===== src/rtl/instruction_fetch_buffer.sv =====
// rtl/instruction_fetch_buffer.sv - program counter, line fetch and halfword issue to decode
//
// Holds the PC and presents a line-aligned fetch address to instruction memory.
// The returned 64-bit line is captured on a memory change pulse, or after a
// bounded wait. Instructions from that line are then handed out one 16-bit
// halfword per valid/ready handshake. Redirects take priority over everything
// else, and skip the refetch when the target lies in the buffered line.
//
// Ports:
//   inp_clk              clock, all state on rising edge
//   inp_rst              synchronous reset, active-high
//   inp_memDataLine      64-bit line from instruction memory for out_memAddress
//   inp_memAddressChange one-cycle pulse: inp_memDataLine reflects the new address
//   out_memAddress       line-aligned fetch address {pc[15:3],3'b000}
//   out_instr            current instruction (little-endian halfword of the line)
//   out_instrPc          byte address of out_instr
//   out_instrValid       out_instr/out_instrPc valid
//   inp_instrReady       decode accepts when valid & ready
//   inp_redirect         one-cycle redirect request
//   inp_redirectPc       redirect target, bit 0 ignored

module instruction_fetch_buffer #(
  parameter logic [15:0] RESET_PC      = 16'd256,
  parameter int unsigned FETCH_TIMEOUT = 4
) (
  input  logic        inp_clk,
  input  logic        inp_rst,
  input  logic [63:0] inp_memDataLine,
  input  logic        inp_memAddressChange,
  output logic [15:0] out_memAddress,
  output logic [15:0] out_instr,
  output logic [15:0] out_instrPc,
  output logic        out_instrValid,
  input  logic        inp_instrReady,
  input  logic        inp_redirect,
  input  logic [15:0] inp_redirectPc
);

  typedef enum logic {
    ST_FETCH = 1'b0,
    ST_SERVE = 1'b1
  } state_t;

  // Last count value of the FETCH wait; capture happens on the cycle it is seen.
  localparam logic [3:0] TO_LAST = 4'(FETCH_TIMEOUT - 1);

  state_t      state_q,      state_d;
  logic [15:0] pc_q,         pc_d;
  logic [63:0] line_q,       line_d;
  logic [12:0] line_tag_q,   line_tag_d;
  logic        line_valid_q, line_valid_d;
  logic [3:0]  to_cnt_q,     to_cnt_d;

  logic [15:0] redir_pc;
  logic        redir_hit;

  always_comb begin
    state_d      = state_q;
    pc_d         = pc_q;
    line_d       = line_q;
    line_tag_d   = line_tag_q;
    line_valid_d = line_valid_q;
    to_cnt_d     = to_cnt_q;

    redir_pc  = inp_redirectPc & 16'hFFFE;
    redir_hit = line_valid_q && (redir_pc[15:3] == line_tag_q);

    if (inp_redirect) begin
      // A handshake in the same cycle is dropped: the PC jumps to the target only.
      pc_d = redir_pc;
      if (redir_hit) begin
        // Memory will not pulse for an unchanged line, so serve from the buffer.
        state_d = ST_SERVE;
      end else begin
        line_valid_d = 1'b0;
        to_cnt_d     = 4'd0;
        state_d      = ST_FETCH;
      end
    end else begin
      case (state_q)
        ST_FETCH: begin
          to_cnt_d = to_cnt_q + 4'd1;
          if (inp_memAddressChange || (to_cnt_q == TO_LAST)) begin
            line_d       = inp_memDataLine;
            line_tag_d   = pc_q[15:3];
            line_valid_d = 1'b1;
            to_cnt_d     = 4'd0;
            state_d      = ST_SERVE;
          end
        end
        ST_SERVE: begin
          if (inp_instrReady) begin
            pc_d = pc_q + 16'd2;
            // Last halfword of the line consumed: fetch the next line.
            if (pc_q[2:1] == 2'b11) begin
              line_valid_d = 1'b0;
              to_cnt_d     = 4'd0;
              state_d      = ST_FETCH;
            end
          end
        end
        default: state_d = ST_FETCH;
      endcase
    end
  end

  always_ff @(posedge inp_clk) begin
    if (inp_rst) begin
      state_q      <= ST_FETCH;
      pc_q         <= RESET_PC;
      line_q       <= 64'd0;
      line_tag_q   <= 13'd0;
      line_valid_q <= 1'b0;
      to_cnt_q     <= 4'd0;
    end else begin
      state_q      <= state_d;
      pc_q         <= pc_d;
      line_q       <= line_d;
      line_tag_q   <= line_tag_d;
      line_valid_q <= line_valid_d;
      to_cnt_q     <= to_cnt_d;
    end
  end

  always_comb begin
    out_instr = line_q[15:0];
    case (pc_q[2:1])
      2'd0: out_instr = line_q[15:0];
      2'd1: out_instr = line_q[31:16];
      2'd2: out_instr = line_q[47:32];
      2'd3: out_instr = line_q[63:48];
      default: out_instr = line_q[15:0];
    endcase
  end

  assign out_memAddress = {pc_q[15:3], 3'b000};
  assign out_instrPc    = pc_q;
  assign out_instrValid = (state_q == ST_SERVE);

endmodule


===== config.mk =====
export PLATFORM = sky130hd
export DESIGN_NAME = instruction_fetch_buffer
export DESIGN_NICKNAME = d
export VERILOG_FILES = /design/src/rtl/instruction_fetch_buffer.sv
export SDC_FILE = /design/constraint.sdc
export NUM_CORES = 1
export LEC_CHECK = 0
export BUFFER_PORTS_ARGS = -buffer_cell sky130_fd_sc_hd__buf_4
export CORE_UTILIZATION = 44
export CTS_CLUSTER_DIAMETER = 150
export DETAILED_ROUTE_END_ITERATION = 12
export PLACE_DENSITY = 0.75
export SLEW_MARGIN = 5
export SYNTH_ARGS = -nofsm -noshare
export SYNTH_HDL_FRONTEND = slang
export SYNTH_SLANG_ARGS = --single-unit

===== constraint.sdc =====
create_clock -name inp_clk -period 5.49 [get_ports inp_clk]
set_input_delay 1.098 -clock inp_clk [delete_from_list [all_inputs] [get_ports inp_clk]]
set_output_delay 1.098 -clock inp_clk [all_outputs]
set_load 0.02 [all_outputs]

# Word-level counts from Yosys, hierarchy flattened
# Cells that the tools add are included.
# word_totals
elab_cells	53
out_inout_bits	49
inputBits	85
reg_bits	99
# classes
add_sub_neg	2
n_mux	22
bitwise_logic	2
n_eq_ne	9
n_reduce_logical	11
# ops
operator	count
$pmux 16 s4	1
$mux 16	3
$mux 4	5
$add 16x2->16 const B	1
$eq 13x13->1	1
$mux 1	10
$pmux 4 s2	1
$ne 3x3->1 const B	2
$reduce_and 3->1	2
$add 4x1->4 const B	1
$eq 2x2->1 const B	2
$eq 4x2->1 const B	1
$pmux 1 s2	2
$reduce_and 2->1	2
$reduce_and 4->1	1
$reduce_bool 2->1	2
$ne 3x2->1 const B	1
$eq 2x1->1 const B	1
$logic_not 2->1	1
$ne 2x2->1 const B	1
$not 1->1	2
$reduce_or 2->1	1
$logic_and 1x1->1	1
$logic_or 1x1->1	1

# Logic depth before layout (Yosys ltp)
# Gate-level depths: netlist of the first run.
# depth
depth_word	5
mapped_depth	8
depth_no_buf	5

# Least setup slack after synthesis of the first run
# No wires, ideal clock.
# synth_timing
path_kind	reg2out
start	register pc_q[1] (netlist: out_instrPc[1])
end	output out_instr[0]
t_required_ns	4.392
slack_ns	2.457
arrival_time_ns	1.935
path_stages_with_launch	6
path_buffers	2
path_cell_list	dfxtp_1 > inv_1 > ha_1 > clkbuf_1 > buf_1 > mux2i_1
# synth_between
elab_chain_len	2
word_cells_on_any_way	5
cone_classes	eq/ne (3); mux (1); reduce/logical (1)
# synth_lines
element	line	source
from (decl)	48	logic [15:0] pc_q, pc_d;
from (signal assigned)	117	pc_q <= pc_d;
$eq 2x2->1, or another cell as far along	127	case (pc_q[2:1])
$pmux 16 s4 (*)	127	
to (decl)	31	output logic [15:0] out_instr,
# Mark *: on every way between the ends. The rest lies on a longest branch, timed or not.

# Worst setup path in the final report of the first run
# layout_timing
start	register pc_q[1] (netlist: out_instrPc[1])
end	output out_instr[4]
# The elaborated chain is that of the path after synthesis.

==> results of run 1 <==
==> registers in the layout, indices dropped and copies added (netlist names) <==
register	flops
line_q	64
line_tag_q	13
line_valid_q	1
out_instrPc	15
out_instrValid	1
to_cnt_q	4
==> worst max-delay path: cells and delay by family, from the launching register on <==
kind,cells,cell delay [ns]
compound gates,1,0.57
flops,1,0.46
fa+ha+maj,1,0.45
buf+inv,2,0.30
mux,1,0.15
==> layout make-up <==
type / count / area share [%]
Tap cell: 133 / 3.001
Multi-Input combinational cell: 395 / 39.03
Clock buffer: 9 / 2.234
Clock inverter: 7 / 1.264
Sequential cell: 98 / 35.38
Timing Repair Buffer: 130 / 17.60
Inverter: 22 / 1.489
==> layer usage <==
metal / up-vias / wire, µm / global-route usage [%]
met5: - / 0 / 0
met4: 0 / 185 / 7.692
met3: 15 / 551 / 3.593
met2: 142 / 5495 / 35.64
met1: 1928 / 5136 / 29.64
li1: 2082 / - / -
==> stage by stage <==
stage	worst slack (ns)	power, mW	cell area [µm²]
2_1_floorplan	2.457	0.9280	4483
3_3_place_gp	2.566	1.023	5351
3_5_place_dp	2.502	1.028	5351
4_1_cts	2.076	1.483	5545
5_1_grt	1.914	1.542	5545
6_report	2.077	1.473	5545
==> layout by cell type, fill, tap and decap left out, types with 2 or more instances in the layout <==
cell type / synthesis / layout
nand2_1: 169 / 169
buf_4: 19 / 130
dfxtp_1: 98 / 98
a21oi_1: 84 / 84
inv_1: 21 / 21
nor2_1: 18 / 18
a222oi_1: 16 / 16
mux2i_1: 16 / 16
xor2_1: 16 / 16
a211oi_1: 9 / 9
clkbuf_8: 0 / 9
nand3_1: 6 / 6
a311oi_1: 6 / 6
xnor2_1: 6 / 6
nor4_1: 6 / 6
nand4_1: 5 / 5
ha_1: 5 / 5
conb_1: 1 / 4
and3_1: 3 / 3
nor3_1: 3 / 3
or4_1: 2 / 2
o31ai_1: 2 / 2
or3_1: 2 / 2
o21ai_0: 2 / 2
a41oi_1: 2 / 2
inv_6: 0 / 2
inv_8: 0 / 2
==> power by group <==
part | switching, mW | internal (mW)
Clock | 0.282 | 0.179
Combinational | 0.134 | 0.106
Sequential | 0.0287 | 0.745
==> worst min-delay path by stage <==
stage	startpoint	end	slack (ns)	depth (start not counted)
4_1_cts	line_q[19]	line_q[19]	0.46	2
3_3_place_gp	line_q[23]	line_q[23]	0.44	2
6_report	line_q[21]	line_q[21]	0.46	2
3_5_place_dp	line_q[19]	line_q[19]	0.45	2
2_1_floorplan	line_q[31]	line_q[31]	0.44	2
5_1_grt	line_q[18]	line_q[18]	0.48	2
==> cells by family (layout without fill, tap and decap cells) <==
kind of cell    after synthesis  in the layout
other cells                   1              4
simple gates                223            223
buf+inv                      77            168
flops                        98             98
fa+ha+maj                     5              5
compound gates              125            125
mux                          16             16
xor+xnor                     22             22
==> results.cfg, run 1 <==
[yosys]
syn_area_um2 = 4472
yosys_warnings = 0
synth_top_family_by_area = simple AND/OR/NAND/NOR gates
synth.cells.most_frequent = nand2_1 (169), dfxtp_1 (98), a21oi_1 (84)
synthArstFlopShare_pct = 0
yosysTopAreaCell = dfxtp_1
synthAdderAreaFrac_pct = 1.399
syn_area_per_cell_um2 = 7.887
synth_cells = 567
synth-simple-area-share_pct = 21.24
synth-seq-cells = 98
yosysUniqueCellTypes = 41
synthFlopType = dfxtp_1
synth-xor-area-share_pct = 4.309
synth_top_cell_area_share_pct = 43.87
synth_edf_count = 0
synth-compound-area-share_pct = 17.26
synthTopCellsByArea = dfxtp_1 (44%), nand2_1 (14%), a21oi_1 (9.4%)
synth.most_common_cell = nand2_1
yosys-mux-area-fraction_pct = 3.581
yosysSeqAreaShare_pct = 43.87

[drt]
wl_um = 11370
wl_per_cell_um = 14.32
vias_per_cell = 5.248
first_pass_iters = 8
drtAntennaViolNets = 0
drcViolationCount = 0
drtIter0Drc = 260
vias = 4167

[job]
maxCapViolCount = 0

[global_routing]
grt_overflow = 0
antenna_found_initial = 0
grt_use_total_pct = 21.99
grt_pass1_vias = 3760
grt_max_degree = 100
grt_pass1_wl_um = 18130

[clock_tree]
numClockSinks = 98
root_buffer = clkbuf_8
post_cts_resized = 0
h-tree-depth = 3
cts_tree = yes
cts_buffers = 9
clk_path_buf_depth = 2
clkLatencyLatePin_ns = 0.37
cts_post_setup_buffers_inserted = 0
clkTransAtPathRegs_ns = 0.11
cts_hold_buf = 0

[worst_setup_path]
critPathLaunchType = register
setup.worst_path.end_class = primary output
worst_ep_required_time_ns = 4.39
cp-endpoint = out_instr[4]
crit_slowest_cell = a222oi_1
cp_slowest_stage_delay_ns = 0.57
path_class = reg2out
crit_path_max_fanout = 16
cp-startpoint = out_instrPc[1]
crit_chain = inv_1 > ha_1 > a222oi_1 > mux2i_1 > buf_4
rrSetupSlack_ns = 3.00
timing.rr.start = out_instrPc[1]
reg2reg_to = out_instrPc[15]
r2r_cells = 5
worstPathArrival_ns = 2.31

[timing]
rsz0062_at_grt = no
max-slew-margin-rel_pct = 32.70
tightest_slew_ns = 1.010
maxSlewViolCount = 0
period_minus_slack_ns = 3.413
tns_ns = 0
fin_worst_skew_ns = 0.01393
finalCritPeriodShare_pct = 62.16
finalSetupViolCount = 0
fmax_mhz = 293.0
holdWs_ns = 0.4600
final-hold-violation-count = 0

[pwr]
power.density_nw_per_um2 = 265.7
p_leak_nw = 2.261
ir_worst_vdd_v = 0.0001170

[finish]
fillCellCount = 953
final_core_util_pct = 56.47
finalNonFillerCells = 794
areaGrowthSynthToFinish_pct = 24.01
layout.nets = 746
multi_input_area_um2 = 2165
n_antenna_cell = 0
layout-drive-gt1-share_pct = 23.75
seqCellArea_um2 = 1962

[die]
rows = 36
ioPinCount = 134
fp.dieH_um = 102.8
dieArea_um2 = 10570
coreArea_um2 = 9819
die_w_um = 102.8
initial_core_util_pct = 45.54

[placement]
place_inst = 778
portBuffers = 128
hpwlAfterDp_um = 7869
gp_congestion = 0.8392

[min_path]
min_path_type = reg2reg

[outcome]
status = complete, no violations
No activity file was read; power rests on OpenSTA's default activity.
==> run 2: changes to the inputs <==
ABC_AREA = 1   (was default)
PLACE_DENSITY = 0.74   (was 0.75)
clock period = 3.35 ns   (was 5.49 ns; I/O delays follow)
==> run 2 against run 1 <==
Compared with the run above: flip-flop and latch count stayed put; via count is 11% higher; critical endpoint is now out_instr[10]; non-clock buffer count is 3 higher; wire length is 8.6% higher; total power is 72% higher; cell area is 3.5% higher; synthesized cell count is 17% higher; critical path type unchanged.
==> results.cfg, run 2 <==
[die]
coreArea_um2 = 10320
initial_core_util_pct = 45.27
fp.dieH_um = 105.1
dieArea_um2 = 11040
ioPinCount = 134
rows = 37
die_w_um = 105.1

[timing]
maxSlewViolCount = 0
tightest_slew_ns = 0.9418
period_minus_slack_ns = 2.926
fin_worst_skew_ns = 0.01518
finalSetupViolCount = 0
layout_setup_ws_ns = 0.4238
tns_ns = 0
finalCritPeriodShare_pct = 87.35
fmax_mhz = 341.7
holdWs_ns = 0.4713
rsz0062_at_grt = no
final-hold-violation-count = 0
max-slew-margin-rel_pct = 37.21

[yosys]
syn_area_um2 = 4673
synthFlopType = dfxtp_1
synthTopCellsByArea = dfxtp_1 (42%), nor2_1 (12%), nand2_1 (8.2%)
synth.most_common_cell = nor2_1
yosysUniqueCellTypes = 32
synth_cells = 666
synthArstFlopShare_pct = 0
syn_area_per_cell_um2 = 7.017
synth-seq-cells = 98
synth_top_cell_area_share_pct = 41.98
yosysSeqAreaShare_pct = 41.98
yosysTopAreaCell = dfxtp_1
synth.cells.most_frequent = nor2_1 (152), nand2_1 (102), dfxtp_1 (98)
synth_edf_count = 0
yosys_warnings = 0

[clock_tree]
clkTransAtPathRegs_ns = 0.10
clk_path_buf_depth = 2
cts_post_setup_buffers_inserted = 0
h-tree-depth = 3
cts_hold_buf = 0
post_cts_resized = 0
cts_tree = yes
cts_buffers = 9
root_buffer = clkbuf_8
numClockSinks = 98
clkLatencyLatePin_ns = 0.36

[drt]
vias = 4610
drcViolationCount = 0
drtAntennaViolNets = 0
first_pass_iters = 5
wl_um = 12350
vias_per_cell = 5.122
drtIter0Drc = 273
wl_per_cell_um = 13.72

[finish]
fillCellCount = 986
layout_commonest_cell = nor2_1
areaGrowthSynthToFinish_pct = 22.81
largest_reg_flops = 64
layout_common_cells = nor2_1 (152), buf_4 (132), nand2_1 (102)
layout-drive-gt1-share_pct = 21.07
fin_area_um2 = 5739
regMostFlops = line_q
n_antenna_cell = 0
final_core_util_pct = 55.59
layout.nets = 849

[worst_setup_path]
crit_path_max_fanout = 19
cp_slowest_stage_delay_ns = 0.70
critPathTopFamily = adder cells
critPathLaunchType = register
r2r_cells = 8
timing.rr.start = out_instrPc[1]
worstPathArrival_ns = 2.26
rrSetupSlack_ns = 1.18
crit_slowest_cell = ha_1
worst_ep_required_time_ns = 2.68
cp.buffers_inverters = 1
setup.worst_path.end_class = primary output
crit_chain = ha_1 > a22o_1 > a21oi_1 > o21ai_0 > buf_4
path_class = reg2out
reg2reg_to = out_instrPc[15]

[min_path]
holdPathStages = 2
hold_path_startpoint = line_valid_q
min_path_type = reg2reg
whs_endpoint = line_valid_q

[placement]
hpwlAfterDp_um = 8828
dp_slack_ns = 0.8026
place_area_um2 = 5539
portBuffers = 128
gp_congestion = 0.8870

[global_routing]
grt_overflow = 0
grt_pass1_wl_um = 19570
antenna_found_initial = 0
grt_use_total_pct = 22.17
grt_max_degree = 87
grt_pass1_vias = 4107

[job]
maxCapViolCount = 0

[pwr]
power.density_nw_per_um2 = 442.3
ir_worst_vdd_v = 0.0002855
p_leak_nw = 2.497

[outcome]
status = complete, no violations
## run 2: cell count changes in the layout (fill, tap and decap cells not counted), sizes merged, moves of 10 or more
cell / change
a222oi: -16
o21ai: +99
nand2: -65
a31oi: +10
nor2: +136
xor2: -12
a21oi: -43
a22o: +16
mux2i: -16
inv: +20
## run 2: worst max-delay path by stage
| stage | from | to | slack [ns] | cells past startpoint |
|---|---|---|---|---|
| 2_1_floorplan | out_instrPc[2] | out_instr[11] | 0.92 | 6 |
| 3_3_place_gp | out_instrPc[1] | out_instr[1] | 0.81 | 5 |
| 3_5_place_dp | out_instrPc[1] | out_instr[3] | 0.80 | 5 |
| 4_1_cts | out_instrPc[1] | out_instr[3] | 0.41 | 5 |
| 5_1_grt | out_instrPc[1] | out_instr[15] | 0.25 | 5 |
| 6_report | out_instrPc[1] | out_instr[10] | 0.42 | 5 |
## run 2: final cells by class
| class | count | area (µm²) | area share [%] |
|---|---|---|---|
| Multi-Input combinational cell | 473 | 2231 | 38.87 |
| Sequential cell | 98 | 1962 | 34.18 |
| Timing Repair Buffer | 133 | 1011 | 17.62 |
| Tap cell | 136 | 170.2 | 2.965 |
| Inverter | 44 | 165.2 | 2.878 |
| Clock buffer | 9 | 123.9 | 2.158 |
| Clock inverter | 7 | 76.32 | 1.330 |
## run 2: report_power, final
group	internal (mW)	leakage [nW]	switching (mW)
Combinational	0.201	1.59	0.269
Sequential	1.24	0.807	0.0551
Clock	0.350	0.0962	0.420
Total	1.79	2.50	0.744
## run 2: cells by family (layout without fill, tap and decap cells)
| group | count (synthesis) | after routing | synth area share, % |
|---|---|---|---|
| simple gates | 280 | 280 | 23.70 |
| compound gates | 177 | 177 | 21.07 |
| flops | 98 | 98 | 41.98 |
| buf+inv | 98 | 193 | 10.52 |
| xor+xnor | 7 | 7 | 1.312 |
| fa+ha+maj | 5 | 5 | 1.339 |
| other cells | 1 | 4 | 0.08024 |
## run 2: routing by layer
metal / share of wire [%] / track usage [%] / wire, µm / up-vias
met3: 6.1 / 3.618 / 753 / 18
met2: 45 / 34.15 / 5538 / 152
met1: 47 / 30.72 / 5819 / 2106
li1: - / - / - / 2334
met5: 0 / 0 / 0 / -
met4: 1.9 / 9.155 / 238 / 0
## run 2: worst reg2reg max path: cells and delay by family (launching register included)
kind / cells / cell delay, ns
AO/OA/AOI/OAI: 2 / 0.30
flip-flops: 1 / 0.47
adder cells (fa/ha/maj): 1 / 0.70
AND/OR/NAND/NOR: 5 / 0.59
## run 2: metrics by stage
step	total power [mW]	std cells
finish	2.538	900
global route	2.666	900
CTS	2.555	900
detailed placement	1.792	884
global placement	1.778	884
floorplan	1.612	669
==> run 3: changes to the inputs <==
CORE_ASPECT_RATIO = 1.25   (was default)
==> run 3 against run 2 <==
Compared with the run above: combinational power about the same; flip-flop and latch count unchanged; cell count down 0.78%; fmax down 1.9%; die area about the same; sequential share of layout area down 0.66 points; register-to-register slack worse by 0.07 ns; cell area up 2.0%; clock power up 43%; critical path type unchanged; largest cell class unchanged; highest routed layer unchanged.
==> results.cfg, run 3 (synthesized netlist as in run 2, its figures left out) <==
[clock_tree]
numClockSinks = 98
clk_path_buf_depth = 2
post_cts_resized = 0
h-tree-depth = 3
root_buffer = clkbuf_16
clkTransAtPathRegs_ns = 0.06
cts_hold_buf = 0
cts_tree = yes
clkLatencyLatePin_ns = 0.34
cts_buffers = 9
cts_post_setup_buffers_inserted = 0

[die]
ioPinCount = 134
rows = 41
dieArea_um2 = 11040
coreArea_um2 = 10210
initial_core_util_pct = 45.78
fp.dieH_um = 117.2
die_w_um = 94.18

[placement]
hpwlAfterDp_um = 9040
portBuffers = 128
dp_slack_ns = 0.7480
gp_congestion = 0.9067

[finish]
areaGrowthSynthToFinish_pct = 25.22
n_antenna_cell = 0
layout-drive-gt1-share_pct = 20.81
layout_common_cells = nor2_1 (152), buf_4 (132), nand2_1 (102)
multi_input_area_um2 = 2231
layout_commonest_cell = nor2_1
layout.nets = 849
fillCellCount = 999
largest_reg_flops = 64
seqCellArea_um2 = 1962
regMostFlops = line_q

[timing]
fmax_mhz = 335.3
tns_ns = 0
max-slew-margin-rel_pct = 34.60
rsz0062_at_grt = no
layout_setup_ws_ns = 0.3678
period_minus_slack_ns = 2.982
final-hold-violation-count = 0
holdWs_ns = 0.4679
finalCritPeriodShare_pct = 89.02
maxSlewViolCount = 0
finalSetupViolCount = 0
tightest_slew_ns = 0.9810
fin_worst_skew_ns = 0.004941

[worst_setup_path]
crit_slowest_cell = ha_1
crit_chain = ha_1 > a22o_1 > a21oi_1 > o21ai_0 > buf_4
setup.worst_path.end_class = primary output
worst_ep_required_time_ns = 2.68
reg2reg_to = out_instrPc[15]
cp.buffers_inverters = 1
critPathTopFamily = adder cells
timing.rr.start = out_instrPc[2]
critPathLaunchType = register
cp-endpoint = out_instr[3]
cp-startpoint = out_instrPc[2]
cp_slowest_stage_delay_ns = 0.73
worstSetupPathDepth = 5
path_class = reg2out
worstPathArrival_ns = 2.31
rrSetupSlack_ns = 1.11
r2r_cells = 8
crit_path_max_fanout = 19

[global_routing]
grtUsageMet2_pct = 42.42
grt_max_degree = 87
busiest_layer = met2
grt.met1_usage_pct = 26.54
grt_pass1_vias = 4359
grt_pass1_wl_um = 19980
antenna_found_initial = 0
met3_usage_pct = 4.522
grt_overflow = 0
grt_use_total_pct = 23.60

[pwr]
p_leak_nw = 2.549
power.density_nw_per_um2 = 491.0
ir_worst_vdd_v = 0.0002814

[drt]
wl_per_cell_um = 14.09
drtAntennaViolNets = 0
first_pass_iters = 5
wl_um = 12580
drcViolationCount = 0
drtIter0Drc = 197
vias = 4583
vias_per_cell = 5.132

[outcome]
status = complete, no violations

[job]
maxCapViolCount = 0

[min_path]
min_path_type = reg2reg
[run 3: power by group]
| group | internal [mW] | switching, mW | total, mW |
|---|---|---|---|
| registers | 1.24 | 0.0559 | 1.30 |
| clock network | 0.675 | 0.430 | 1.10 |
| logic | 0.201 | 0.268 | 0.469 |
| total | 2.12 | 0.754 | 2.87 |
[run 3: worst reg2reg max path, stage by stage, from the launching register on]
cell	delay, ns
dfxtp_1	0.44
ha_1	0.73
nand2_2	0.18
nor2_4	0.17
nand3_1	0.16
o21ai_1	0.20
nand2_1	0.07
a21oi_1	0.12
nor2_1	0.05
[run 3: how the worst min path moves through the flow]
stage | end | start | slack (ns) | cells past startpoint
6_report | line_valid_q | line_valid_q | 0.47 | 2
3_5_place_dp | line_valid_q | line_valid_q | 0.46 | 2
2_1_floorplan | line_valid_q | line_valid_q | 0.44 | 2
4_1_cts | line_valid_q | line_valid_q | 0.47 | 2
5_1_grt | line_tag_q[3] | line_tag_q[3] | 0.49 | 2
3_3_place_gp | line_tag_q[3] | line_tag_q[3] | 0.45 | 2
[run 3: metal layers]
metal	share of wire [%]	wire length, µm	vias up
met5	0	0	-
met4	3.3	410	0
met3	5.6	700	30
met2	51	6394	158
met1	40	5075	2062
li1	-	-	2333
[run 3: stage by stage]
stage	power (mW)	std cells	util, %	instance area [µm²]
3_5_place_dp	1.793	877	54.17	5530
2_1_floorplan	1.612	669	-	4684
6_report	2.873	893	57.32	5852
5_1_grt	3.002	893	57.32	5852
3_3_place_gp	1.781	877	54.17	5530
4_1_cts	2.889	893	57.32	5852
[run 3: layout make-up]
cell class	instances	area share [%]
multi-input combinational	473	38.12
sequential	98	33.53
timing repair buffer	133	17.28
clock buffer	12	4.212
inverter	44	2.822
tap	129	2.758
clock inverter	4	1.283
